`config.mk`:
```
export PLATFORM = sky130hd
export DESIGN_NAME = lru_replacement_unit_flat
export DESIGN_NICKNAME = d
export VERILOG_FILES = /design/src/rtl/cache_repl_pkg.sv /design/src/rtl/lru_replacement_unit_if.sv /design/src/rtl/lru_age_next.sv /design/src/rtl/lru_replacement_unit.sv /design/src/flat_wrapper.sv
export SDC_FILE = /design/constraint.sdc
export NUM_CORES = 1
export LEC_CHECK = 0
export BUFFER_PORTS_ARGS = -buffer_cell sky130_fd_sc_hd__buf_2
export CAP_MARGIN = 20
export CORE_ASPECT_RATIO = 0.9
export CORE_MARGIN = 1
export CORE_UTILIZATION = 58
export CTS_BUF_LIST = sky130_fd_sc_hd__clkbuf_8
export DETAILED_ROUTE_END_ITERATION = 8
export HOLD_SLACK_MARGIN = 0.08
export PLACE_DENSITY = 0.74
export SYNTH_ARGS = -nofsm -noshare
export SYNTH_HDL_FRONTEND = slang
export SYNTH_SLANG_ARGS = --single-unit
```
`constraint.sdc`:
```
create_clock -name clock -period 8.3 [get_ports clock]
set_input_delay 1.245 -clock clock [delete_from_list [all_inputs] [get_ports clock]]
set_output_delay 1.245 -clock clock [all_outputs]
set_load 0.01 [all_outputs]
```
`src/rtl/cache_repl_pkg.sv`:
```
// Shared helpers for the cache replacement logic: width derivation and
// one-hot detection. Used by lru_replacement_unit, its interface and lru_age_next.
package cache_repl_pkg;

  // Widest way vector the one-hot checker accepts.
  localparam int unsigned MAX_WAYS = 64;

  // Ceiling log2. A value of 1 maps to 0.
  function automatic int unsigned log2(input int unsigned n);
    int unsigned r;
    r = 0;
    for (int unsigned i = 0; i < 32; i++) begin
      if ((64'd1 << i) < 64'(n)) r = i + 1;
    end
    return r;
  endfunction

  // Width of an age counter, binary way index or set index (never zero).
  function automatic int unsigned field_width(input int unsigned n);
    return (n < 2) ? 1 : log2(n);
  endfunction

  // True when exactly one bit is set.
  function automatic logic is_one_hot(input logic [MAX_WAYS-1:0] v);
    return (v != '0) && ((v & (v - MAX_WAYS'(1))) == '0);
  endfunction

endpackage

```
`src/rtl/lru_replacement_unit_if.sv`:
```
// Request/response bundle between the cache controller and the LRU unit.
interface lru_replacement_unit_if import cache_repl_pkg::*; #(
  parameter int unsigned NUMBER_OF_WAYS = 8,
  parameter int unsigned NUMBER_OF_SETS = 16
) ();

  localparam int unsigned INDEX_BITS = field_width(NUMBER_OF_SETS);

  logic                      lookup_valid;
  logic [INDEX_BITS-1:0]     lookup_index;
  logic [NUMBER_OF_WAYS-1:0] way_valid_bits;
  logic                      update_valid;
  logic [INDEX_BITS-1:0]     update_index;
  logic [NUMBER_OF_WAYS-1:0] update_way;
  logic                      victim_valid;
  logic [NUMBER_OF_WAYS-1:0] victim_way;
  logic                      update_error;

  // Cache controller side.
  modport master (
    output lookup_valid, lookup_index, way_valid_bits,
    output update_valid, update_index, update_way,
    input  victim_valid, victim_way, update_error
  );

  // Replacement unit side.
  modport slave (
    input  lookup_valid, lookup_index, way_valid_bits,
    input  update_valid, update_index, update_way,
    output victim_valid, victim_way, update_error
  );

endinterface

```
`src/rtl/lru_age_next.sv`:
```
// Combinational true-LRU age update for one set: the accessed way becomes
// age 0 and every way younger than it ages by one.
module lru_age_next import cache_repl_pkg::*; #(
  parameter  int unsigned NUMBER_OF_WAYS = 8,
  localparam int unsigned WAY_BITS       = field_width(NUMBER_OF_WAYS)
) (
  input  logic [NUMBER_OF_WAYS-1:0][WAY_BITS-1:0] ages_i,
  input  logic [NUMBER_OF_WAYS-1:0]               access_i,
  output logic [NUMBER_OF_WAYS-1:0][WAY_BITS-1:0] ages_o
);

  logic [WAY_BITS-1:0] hit_age_c;

  // Old age of the accessed way (access is one-hot, so an OR-select suffices).
  always_comb begin
    hit_age_c = '0;
    for (int unsigned w = 0; w < NUMBER_OF_WAYS; w++) begin
      if (access_i[w]) hit_age_c = hit_age_c | ages_i[w];
    end
  end

  // Promote the accessed way, age the ways that were more recent than it.
  always_comb begin
    ages_o = ages_i;
    for (int unsigned w = 0; w < NUMBER_OF_WAYS; w++) begin
      if (access_i[w]) begin
        ages_o[w] = '0;
      end else if (ages_i[w] < hit_age_c) begin
        ages_o[w] = ages_i[w] + WAY_BITS'(1);
      end
    end
  end

endmodule

```
`src/rtl/lru_replacement_unit.sv`:
```
// True-LRU replacement state for a set-associative cache. Holds per-set way
// ages, applies hit/fill updates and returns a registered one-hot victim.
// Optional feature macro: LRU_INVALID_FIRST_EN (prefer lowest invalid way).
module lru_replacement_unit import cache_repl_pkg::*; #(
  parameter int unsigned NUMBER_OF_WAYS = 8,
  parameter int unsigned NUMBER_OF_SETS = 16
) (
  input logic                   clock,
  input logic                   reset,
  lru_replacement_unit_if.slave bus
);

  localparam int unsigned WAY_BITS   = field_width(NUMBER_OF_WAYS);
  localparam int unsigned INDEX_BITS = field_width(NUMBER_OF_SETS);

  typedef logic [NUMBER_OF_WAYS-1:0][WAY_BITS-1:0] set_ages_t;

  set_ages_t                 age_q [NUMBER_OF_SETS];
  set_ages_t                 age_d [NUMBER_OF_SETS];
  set_ages_t                 upd_cur_c;
  set_ages_t                 upd_next_c;
  set_ages_t                 lk_ages_c;
  logic                      upd_one_hot_c;
  logic                      upd_ok_c;
  logic                      bypass_c;
  logic [NUMBER_OF_WAYS-1:0] lru_way_c;
  logic [NUMBER_OF_WAYS-1:0] victim_c;
  logic                      victim_valid_q, victim_valid_d;
  logic [NUMBER_OF_WAYS-1:0] victim_way_q,   victim_way_d;
  logic                      update_error_q, update_error_d;

  assign upd_one_hot_c = is_one_hot(MAX_WAYS'(bus.update_way));
  assign upd_ok_c      = bus.update_valid && upd_one_hot_c;
  assign upd_cur_c     = age_q[bus.update_index];

  // Single age-update datapath shared by the state write and the lookup bypass.
  lru_age_next #(
    .NUMBER_OF_WAYS (NUMBER_OF_WAYS)
  ) u_age_next (
    .ages_i   (upd_cur_c),
    .access_i (bus.update_way),
    .ages_o   (upd_next_c)
  );

  // Lookup sees post-update ages when it hits the set being written this cycle.
  assign bypass_c  = upd_ok_c && (bus.update_index == bus.lookup_index);
  assign lk_ages_c = bypass_c ? upd_next_c : age_q[bus.lookup_index];

  // The oldest way carries the maximum age; ages are a permutation, so one-hot.
  always_comb begin
    lru_way_c = '0;
    for (int unsigned w = 0; w < NUMBER_OF_WAYS; w++) begin
      lru_way_c[w] = (lk_ages_c[w] == WAY_BITS'(NUMBER_OF_WAYS - 1));
    end
  end

`ifdef LRU_INVALID_FIRST_EN
  logic [NUMBER_OF_WAYS-1:0] invalid_c;

  // Lowest-numbered invalid way wins over LRU; isolate it with x & -x.
  assign invalid_c = ~bus.way_valid_bits;
  assign victim_c  = (invalid_c != '0) ? (invalid_c & (~invalid_c + NUMBER_OF_WAYS'(1)))
                                       : lru_way_c;
`else
  logic unused_way_valid_c;

  // Valid bits play no part in pure-LRU selection.
  assign unused_way_valid_c = ^bus.way_valid_bits;
  assign victim_c           = lru_way_c;
`endif

  // Next-state for ages, victim register and error pulse.
  always_comb begin
    age_d          = age_q;
    victim_valid_d = bus.lookup_valid;
    victim_way_d   = victim_way_q;
    update_error_d = bus.update_valid && !upd_one_hot_c;
    if (upd_ok_c) begin
      age_d[bus.update_index] = upd_next_c;
    end
    if (bus.lookup_valid) begin
      victim_way_d = victim_c;
    end
  end

  // State flops; reset leaves way 0 as LRU in every set.
  always_ff @(posedge clock or negedge reset) begin
    if (!reset) begin
      for (int unsigned s = 0; s < NUMBER_OF_SETS; s++) begin
        for (int unsigned w = 0; w < NUMBER_OF_WAYS; w++) begin
          age_q[s][w] <= WAY_BITS'(NUMBER_OF_WAYS - 1 - w);
        end
      end
      victim_valid_q <= 1'b0;
      victim_way_q   <= '0;
      update_error_q <= 1'b0;
    end else begin
      age_q          <= age_d;
      victim_valid_q <= victim_valid_d;
      victim_way_q   <= victim_way_d;
      update_error_q <= update_error_d;
    end
  end

  assign bus.victim_valid = victim_valid_q;
  assign bus.victim_way   = victim_way_q;
  assign bus.update_error = update_error_q;

endmodule

```
`src/flat_wrapper.sv`:
```
// flat-port wrapper written by rule: the top's interface ports become plain ports
module lru_replacement_unit_flat import cache_repl_pkg::*;
#(
  parameter int unsigned NUMBER_OF_WAYS = 8,
  parameter int unsigned NUMBER_OF_SETS = 16
)
  (clock, reset, bus_lookup_valid, bus_lookup_index, bus_way_valid_bits, bus_update_valid, bus_update_index, bus_update_way, bus_victim_valid, bus_victim_way, bus_update_error);
  lru_replacement_unit_if #(.NUMBER_OF_WAYS(NUMBER_OF_WAYS), .NUMBER_OF_SETS(NUMBER_OF_SETS)) bus_i ();
  input logic clock;
  input logic reset;
  input wire logic [$bits(bus_i.lookup_valid)-1:0] bus_lookup_valid;
  input wire logic [$bits(bus_i.lookup_index)-1:0] bus_lookup_index;
  input wire logic [$bits(bus_i.way_valid_bits)-1:0] bus_way_valid_bits;
  input wire logic [$bits(bus_i.update_valid)-1:0] bus_update_valid;
  input wire logic [$bits(bus_i.update_index)-1:0] bus_update_index;
  input wire logic [$bits(bus_i.update_way)-1:0] bus_update_way;
  output wire logic [$bits(bus_i.victim_valid)-1:0] bus_victim_valid;
  output wire logic [$bits(bus_i.victim_way)-1:0] bus_victim_way;
  output wire logic [$bits(bus_i.update_error)-1:0] bus_update_error;
  assign bus_i.lookup_valid = bus_lookup_valid;
  assign bus_i.lookup_index = bus_lookup_index;
  assign bus_i.way_valid_bits = bus_way_valid_bits;
  assign bus_i.update_valid = bus_update_valid;
  assign bus_i.update_index = bus_update_index;
  assign bus_i.update_way = bus_update_way;
  assign bus_victim_valid = bus_i.victim_valid;
  assign bus_victim_way = bus_i.victim_way;
  assign bus_update_error = bus_i.update_error;
  lru_replacement_unit #(.NUMBER_OF_WAYS(NUMBER_OF_WAYS), .NUMBER_OF_SETS(NUMBER_OF_SETS)) u_core (.clock(clock), .reset(reset), .bus(bus_i));
endmodule
```
==> results of run 1 <==
[worst min path at each step]
| stage | from | to | slack, ns |
|---|---|---|---|
| global placement | u_core.age_q[368]$_DFFE_PN1P_ | u_core.age_q[368]$_DFFE_PN1P_ | 0.46 |
| detailed placement | u_core.age_q[296]$_DFFE_PN1P_ | u_core.age_q[296]$_DFFE_PN1P_ | 0.46 |
| CTS | u_core.age_q[296]$_DFFE_PN1P_ | u_core.age_q[296]$_DFFE_PN1P_ | 0.47 |
| global route | u_core.age_q[320]$_DFFE_PN1P_ | u_core.age_q[320]$_DFFE_PN1P_ | 0.49 |
| floorplan | u_core.age_q[248]$_DFFE_PN1P_ | u_core.age_q[248]$_DFFE_PN1P_ | 0.45 |
| finish | u_core.age_q[296]$_DFFE_PN1P_ | u_core.age_q[296]$_DFFE_PN1P_ | 0.47 |
[final cells by class]
| cell class | count | area [µm²] | area share (%) |
|---|---|---|---|
| antenna | 2 | 5.00 | 0.0213 |
| clock inverter | 37 | 174 | 0.741 |
| timing repair buffer | 75 | 592 | 2.52 |
| clock buffer | 80 | 1100 | 4.69 |
| multi-input combinational | 1365 | 10800 | 45.8 |
| sequential | 394 | 10100 | 43.0 |
| tap | 476 | 596 | 2.54 |
| inverter | 37 | 139 | 0.592 |
[metal layers]
layer	part of all wire (%)	global-route usage (%)	vias up	wire [µm]
met5	0	0	-	0
met1	40	49.2	8663	26800
met3	11	9.12	218	7280
li1	-	-	7297	-
met4	4.6	16.2	0	3100
met2	45	55.4	1014	30300
[power groups by stage]
| stage | Combinational, µW | Clock (µW) | Sequential [µW] |
|---|---|---|---|
| after global routing | 573 | 1780 | 2070 |
| after detailed placement | 519 | 0 | 2090 |
| after global placement | 507 | 0 | 2080 |
| after CTS | 521 | 1700 | 2060 |
| final | 534 | 1680 | 2060 |
| after floorplan | 350 | 0 | 2070 |
[cell usage in the layout, fill, tap and decap left out, types with 23 or more instances in the layout]
master      n
mux2_2    263
o211ai_1   39
mux2i_1    44
nand4_1    81
o21ai_0   195
clkbuf_8   80
inv_1      65
buf_4      41
nor2_1     61
dfstp_2   192
a22oi_1    25
buf_2      25
dfrtp_1   202
nand2_1   225
a31oi_1    23
mux4_2     80
nand3_1    87
[per-stage QoR]
stage          hold slack [ns]  util, %
6_report                 0.472     64.3
5_1_grt                  0.488     64.3
4_1_cts                  0.468     64.0
3_5_place_dp             0.460     60.5
3_3_place_gp             0.460     60.5
2_1_floorplan            0.446        -
[sequential cells by signal, summed over array words and instances (netlist names)]
register,cells
u_core.age_q,384
u_core.bus.victim_valid,1
u_core.bus.update_error,1
u_core.bus.victim_way,8
[worst min-delay path, cell delays in order (launching register included)]
cell     delay (ns)
dfstp_2        0.38
nand2_1        0.05
nand2_1        0.04
[kinds of logic (layout without fill, tap and decap cells)]
kind of cell | Yosys count | in the layout | synth area share, %
other | 0 | 2 | 0
and+or+nand+nor | 531 | 531 | 11.6
DFF | 394 | 394 | 46.5
adders and majority gates | 19 | 19 | 0.991
AOI/OAI and AO/OA | 422 | 422 | 12.5
muxes | 387 | 387 | 24.0
buffers and inverters | 191 | 229 | 4.23
xor gates and xnor gates | 6 | 6 | 0.242
==> flow_summary_export.csv, run 1 <==
group,metric,value,unit
status,status,"completed",
pwr,power.internal,3090,µW
pwr,power_frac_comb,12.5,%
pwr,pwr-share-seq,48.2,%
synth,synth_cell_types,85,
synth,syn-num-nets,1987,
finish,finalNonFillerCells,2466,
critical_path,worstPathCellList,"buf_4 -> buf_4 -> mux2i_1 -> a22o_1 -> a221oi_1 -> a221oi_1 -> and4_4 -> nor3_1 -> buf_4 -> o21ai_0 -> maj3_1 -> a221oi_2 -> mux2_2",
clock_tree,clockRootBuffer,"clkbuf_8",
finish,area_delta_synth_final,8.04,%
pwr,switching_power,1190,µW
synth,synth_area,21700,µm²
critical_path,r2r_start,"u_core.age_q[318]$_DFFE_PN1P_",
synth,synth-main-ff-cell,"dfrtp_1",
clock_tree,clk_pin_slew,0.06,ns
synth,async_flop_share,100,%
clock_tree,cts_resized,0,
route,drt_iter0_drc,1825,
placement,io_buffers,29,
clock_tree,post-cts-setup-buffers,0,
synth,synth_warnings,0,
critical_path,crit_arrival,6.79,ns
sta,slew_headroom,17.9,%
placement,dpl_cell_area,22100,µm²
critical_path,reg2regPathDepth,11,
sta,clock.fmax,160,MHz
synth,synth_common_cells,"mux2_2, nand2_1, dfrtp_1, o21ai_0, dfstp_2",
finish,fillers,2812,
route,drc,0,
synth,synthesis.instances,1950,
sta,fin_crit,6.26,ns
synth,yosys.area.top_type,"dfrtp_1",
sta,period_share,75.4,%
synth,avgSynthCellArea,11.1,µm²
grt,gr-total-overflow,0,
job,maxCapViolCount,0,
placement,dp_hpwl,44700,µm
critical_path,slowest_stage,"a221oi_2",
sta,hold_viol_final,0,
finish,final_cell_area,23500,µm²
floorplan,fp.dieH,186,µm
critical_path,endpoint_kind,"flop",
grt,grt_pass1_vias,16800,
critical_path,cp_common_cell,"buf_4",
critical_path,cp-start-kind,"primary input",
critical_path,setup.worst_path.end,"u_core.age_q[312]$_DFFE_PN1P_",
critical_path,crit_family,"compound AO/OA/AOI/OAI gates",
pwr,peakVddDrop,0.133,mV
critical_path,crit_type,"in2reg",
synth,ys_seq_area_share,46.5,%
sta,tightest_slew,1.23,ns
synth,ys_top_cells_by_area,"dfrtp_1, dfstp_2, mux2_2, mux4_2, o21ai_0",
critical_path,critPathMaxFanout,66,
floorplan,core-area,36500,µm²
finish,drive_above_1_share,37.4,%
grt,grt_max_degree,169,
critical_path,ff2ff_setup_slack,3.57,ns
floorplan,ioPinCount,38,
floorplan,rows,66,
clock_tree,insertion_delay,0.62,ns
grt,grt_pass1_wl,103000,µm
sta,slew_viol_final,0,
pwr,p_per_area,182,nW/µm²
floorplan,die-area,38200,µm²
floorplan,die_w,206,µm
clock_tree,numCtsBuffers,67,
synth,synth-seq-cells,394,
critical_path,cp.buffers_inverters,3,
floorplan,initial_core_util,59.5,%
critical_path,cp.required,8.83,ns
clock_tree,cts_sinks,394,
pwr,power_leakage,0.00969,µW
route,num_vias,17200,
route,antenna_left,0,
critical_path,max_stage_delay,0.99,ns
pwr,power,4270,µW
sta,worst_slack,2.04,ns
route,first_pass_iters,7,
grt,grt_util_all_layers,36.3,%
sta,fin_setup_tns,0,ns
critical_path,worst-path-stages,13,
clock_tree,cts_tree,"yes",
sta,rsz0062_at_grt,"no",
sta,fin_worst_skew,0.0311,ns
finish,nNetsFinal,1977,
grt,antenna_found_initial,2,
route,wl_per_cell,27.4,µm
synth,post-synth-top-count-cell,"mux2_2",
synth,yosysTopAreaCellShare,23.3,%
pwr,p_clk_share,39.3,%
placement,dp.cells,2341,
placement,pre_cts_ws,1.69,ns
synth,synth_enable_flop_cells,0,
clock_tree,htreeDepth,3,
worst_hold_path,min_path_cells,2,
pwr,p_sw_share,27.8,%
clock_tree,ctsHoldBuffers,0,
worst_hold_path,holdCritPathClass,"reg2reg",
route,wl,67500,µm
sta,setup_viol,0,
placement,gp_congestion,1.02,
critical_path,reg2reg_to,"u_core.age_q[312]$_DFFE_PN1P_",
route,post_drt_via_cell_ratio,6.97,
critical_path,worstSetupStartpoint,"bus_update_index[3]",
clock_tree,cts_buffer_depth,3,
Note: power is estimated with default switching activity, not from simulation.
==> run 2, diff against run 1 <==
==> constraint.sdc (replaced) <==
create_clock -name clock -period 6.1 [get_ports clock]
set_input_delay 0.915 -clock clock [delete_from_list [all_inputs] [get_ports clock]]
set_output_delay 0.915 -clock clock [all_outputs]
set_load 0.01 [all_outputs]
==> flow_summary_export.csv, run 2 (synthesis gave the netlist of run 1 again) <==
group,metric,value,unit
grt,antenna_found_initial,0,
pwr,p_per_area,244,nW/µm²
pwr,peakVddDrop,0.207,mV
grt,gr-total-overflow,0,
pwr,power_leakage,0.00973,µW
finish,area_delta_synth_final,8.42,%
sta,tightest_slew,1.18,ns
clock_tree,ctsHoldBuffers,0,
critical_path,slowest_stage,"nor2b_1",
finish,final_cell_mix,"mux2_2, nand2_1, dfrtp_1",
finish,nNetsFinal,1989,
grt,grt_pass1_wl,103000,µm
critical_path,cp.required,6.67,ns
sta,period_share,85.0,%
status,status,"completed",
job,maxCapViolCount,0,
critical_path,endpoint_kind,"flop",
floorplan,rows,66,
critical_path,crit_type,"in2reg",
critical_path,max_stage_delay,0.83,ns
pwr,power,5740,µW
floorplan,ioPinCount,38,
floorplan,initial_core_util,59.5,%
critical_path,crit_arrival,5.76,ns
finish,largest_reg_flops,384,
route,first_pass_iters,5,
finish,num_antenna_cells,0,
finish,finalNonFillerCells,2479,
placement,io_buffers,29,
route,wl,67500,µm
clock_tree,cts_buffer_depth,3,
finish,multiInputGateArea,10800,µm²
grt,grt_pass1_vias,16700,
sta,fin_crit,5.18,ns
sta,slew_headroom,21.2,%
clock_tree,post-cts-setup-buffers,0,
finish,regMostFlops,"u_core.age_q",
floorplan,die-area,38200,µm²
clock_tree,cts_sinks,394,
placement,dp_hpwl,45200,µm
critical_path,worstPathCellList,"buf_6 -> nor2b_1 -> a22oi_1 -> a31oi_1 -> nand4_1 -> o21ai_4 -> nor3_1 -> buf_4 -> a22oi_1 -> mux2_2 -> nor3b_2 -> mux2_2",
floorplan,fp.dieH,186,µm
grt,grt_max_degree,159,
route,drc,0,
route,drt_iter0_drc,2170,
critical_path,critPathMaxFanout,57,
clock_tree,htreeDepth,2,
worst_hold_path,holdCritPathClass,"in2async",
critical_path,ff2ff_setup_slack,1.82,ns
placement,dp.cells,2362,
grt,grt_util_all_layers,36.1,%
sta,clock.fmax,193,MHz
finish,fillers,2823,
clock_tree,insertion_delay,0.65,ns
sta,slew_viol_final,0,
route,antenna_left,0,
floorplan,core-area,36500,µm²
route,post_drt_via_cell_ratio,6.89,
route,wl_per_cell,27.2,µm
sta,setup_viol,0,
sta,fin_setup_tns,0,ns
placement,gp_congestion,1.04,
floorplan,die_w,206,µm
clock_tree,clk_pin_slew,0.06,ns
sta,fin_worst_skew,0.0333,ns
clock_tree,numCtsBuffers,61,
sta,rsz0062_at_grt,"no",
sta,hold_viol_final,0,
finish,drive_above_1_share,38.1,%
clock_tree,clockRootBuffer,"clkbuf_8",
route,num_vias,17100,
clock_tree,cts_resized,0,
finish,layout.cells.most_common,"mux2_2",
finish,seqCellArea,10100,µm²
critical_path,cp-start-kind,"primary input",
clock_tree,cts_tree,"yes",
run 2: cell count changes in the layout (fill, tap and decap cells not counted), sizes merged:
cell,change
buf,+17
clkbuf,-5
clkinv,+5
clkinvlp,+3
diode,-2
inv,-5
run 2: path summary, 6_finish.rpt:
| kind | from | to | cells past startpoint |
|---|---|---|---|
| max reg2reg | u_core.age_q[3]$_DFFE_PN0P_ | u_core.age_q[290]$_DFFE_PN1P_ | 11 |
| max | bus_update_index[1] | u_core.age_q[290]$_DFFE_PN1P_ | 12 |
| max in group asynchronous | reset | u_core.age_q[262]$_DFFE_PN0P_ | 2 |
| min in group clock | u_core.age_q[272]$_DFFE_PN1P_ | u_core.age_q[272]$_DFFE_PN1P_ | 2 |
| min | reset | u_core.age_q[163]$_DFFE_PN0P_ | 1 |
| min reg2reg | u_core.age_q[272]$_DFFE_PN1P_ | u_core.age_q[272]$_DFFE_PN1P_ | 2 |
run 2: critical path, delay by kind of cell:
kind / cells / cell delay [ns]
mux: 2 / 0.51
compound gates: 4 / 1.40
buf+inv: 2 / 0.78
simple gates: 4 / 2.00
run 2: where the power goes:
| group | switching, µW | internal, µW | leakage, µW |
|---|---|---|---|
| logic | 495 | 252 | 0.00422 |
| clock network | 1050 | 1140 | 0.000727 |
| registers | 71.8 | 2730 | 0.00478 |
| total | 1620 | 4120 | 0.00973 |
run 2: cell type report:
cell class                 count  area share (%)
multi-input combinational   1365            45.7
clock inverter                40           0.840
inverter                      37           0.590
sequential                   394            42.9
clock buffer                  74            4.33
tap                          476            2.53
timing repair buffer          93            3.14
run 2: stage by stage:
stage,utilization [%],worst slack [ns],hold slack [ns],area (µm²)
after floorplan,-,1.57,0.446,21700
after global placement,61.1,0.645,0.463,22300
after detailed placement,61.1,0.542,0.461,22300
after CTS,64.4,1.20,0.293,23500
after global routing,64.5,0.721,0.310,23500
final,64.5,0.917,0.266,23500
run 2: metal layers:
layer	GRT usage, %	part of all wire [%]	up-vias	wire length [µm]
li1	-	-	7300	-
met1	49.9	41	8641	27600
met2	54.3	45	949	30100
met3	9.03	10	190	6870
met4	15.3	4.4	0	2970
met5	0	0	-	0
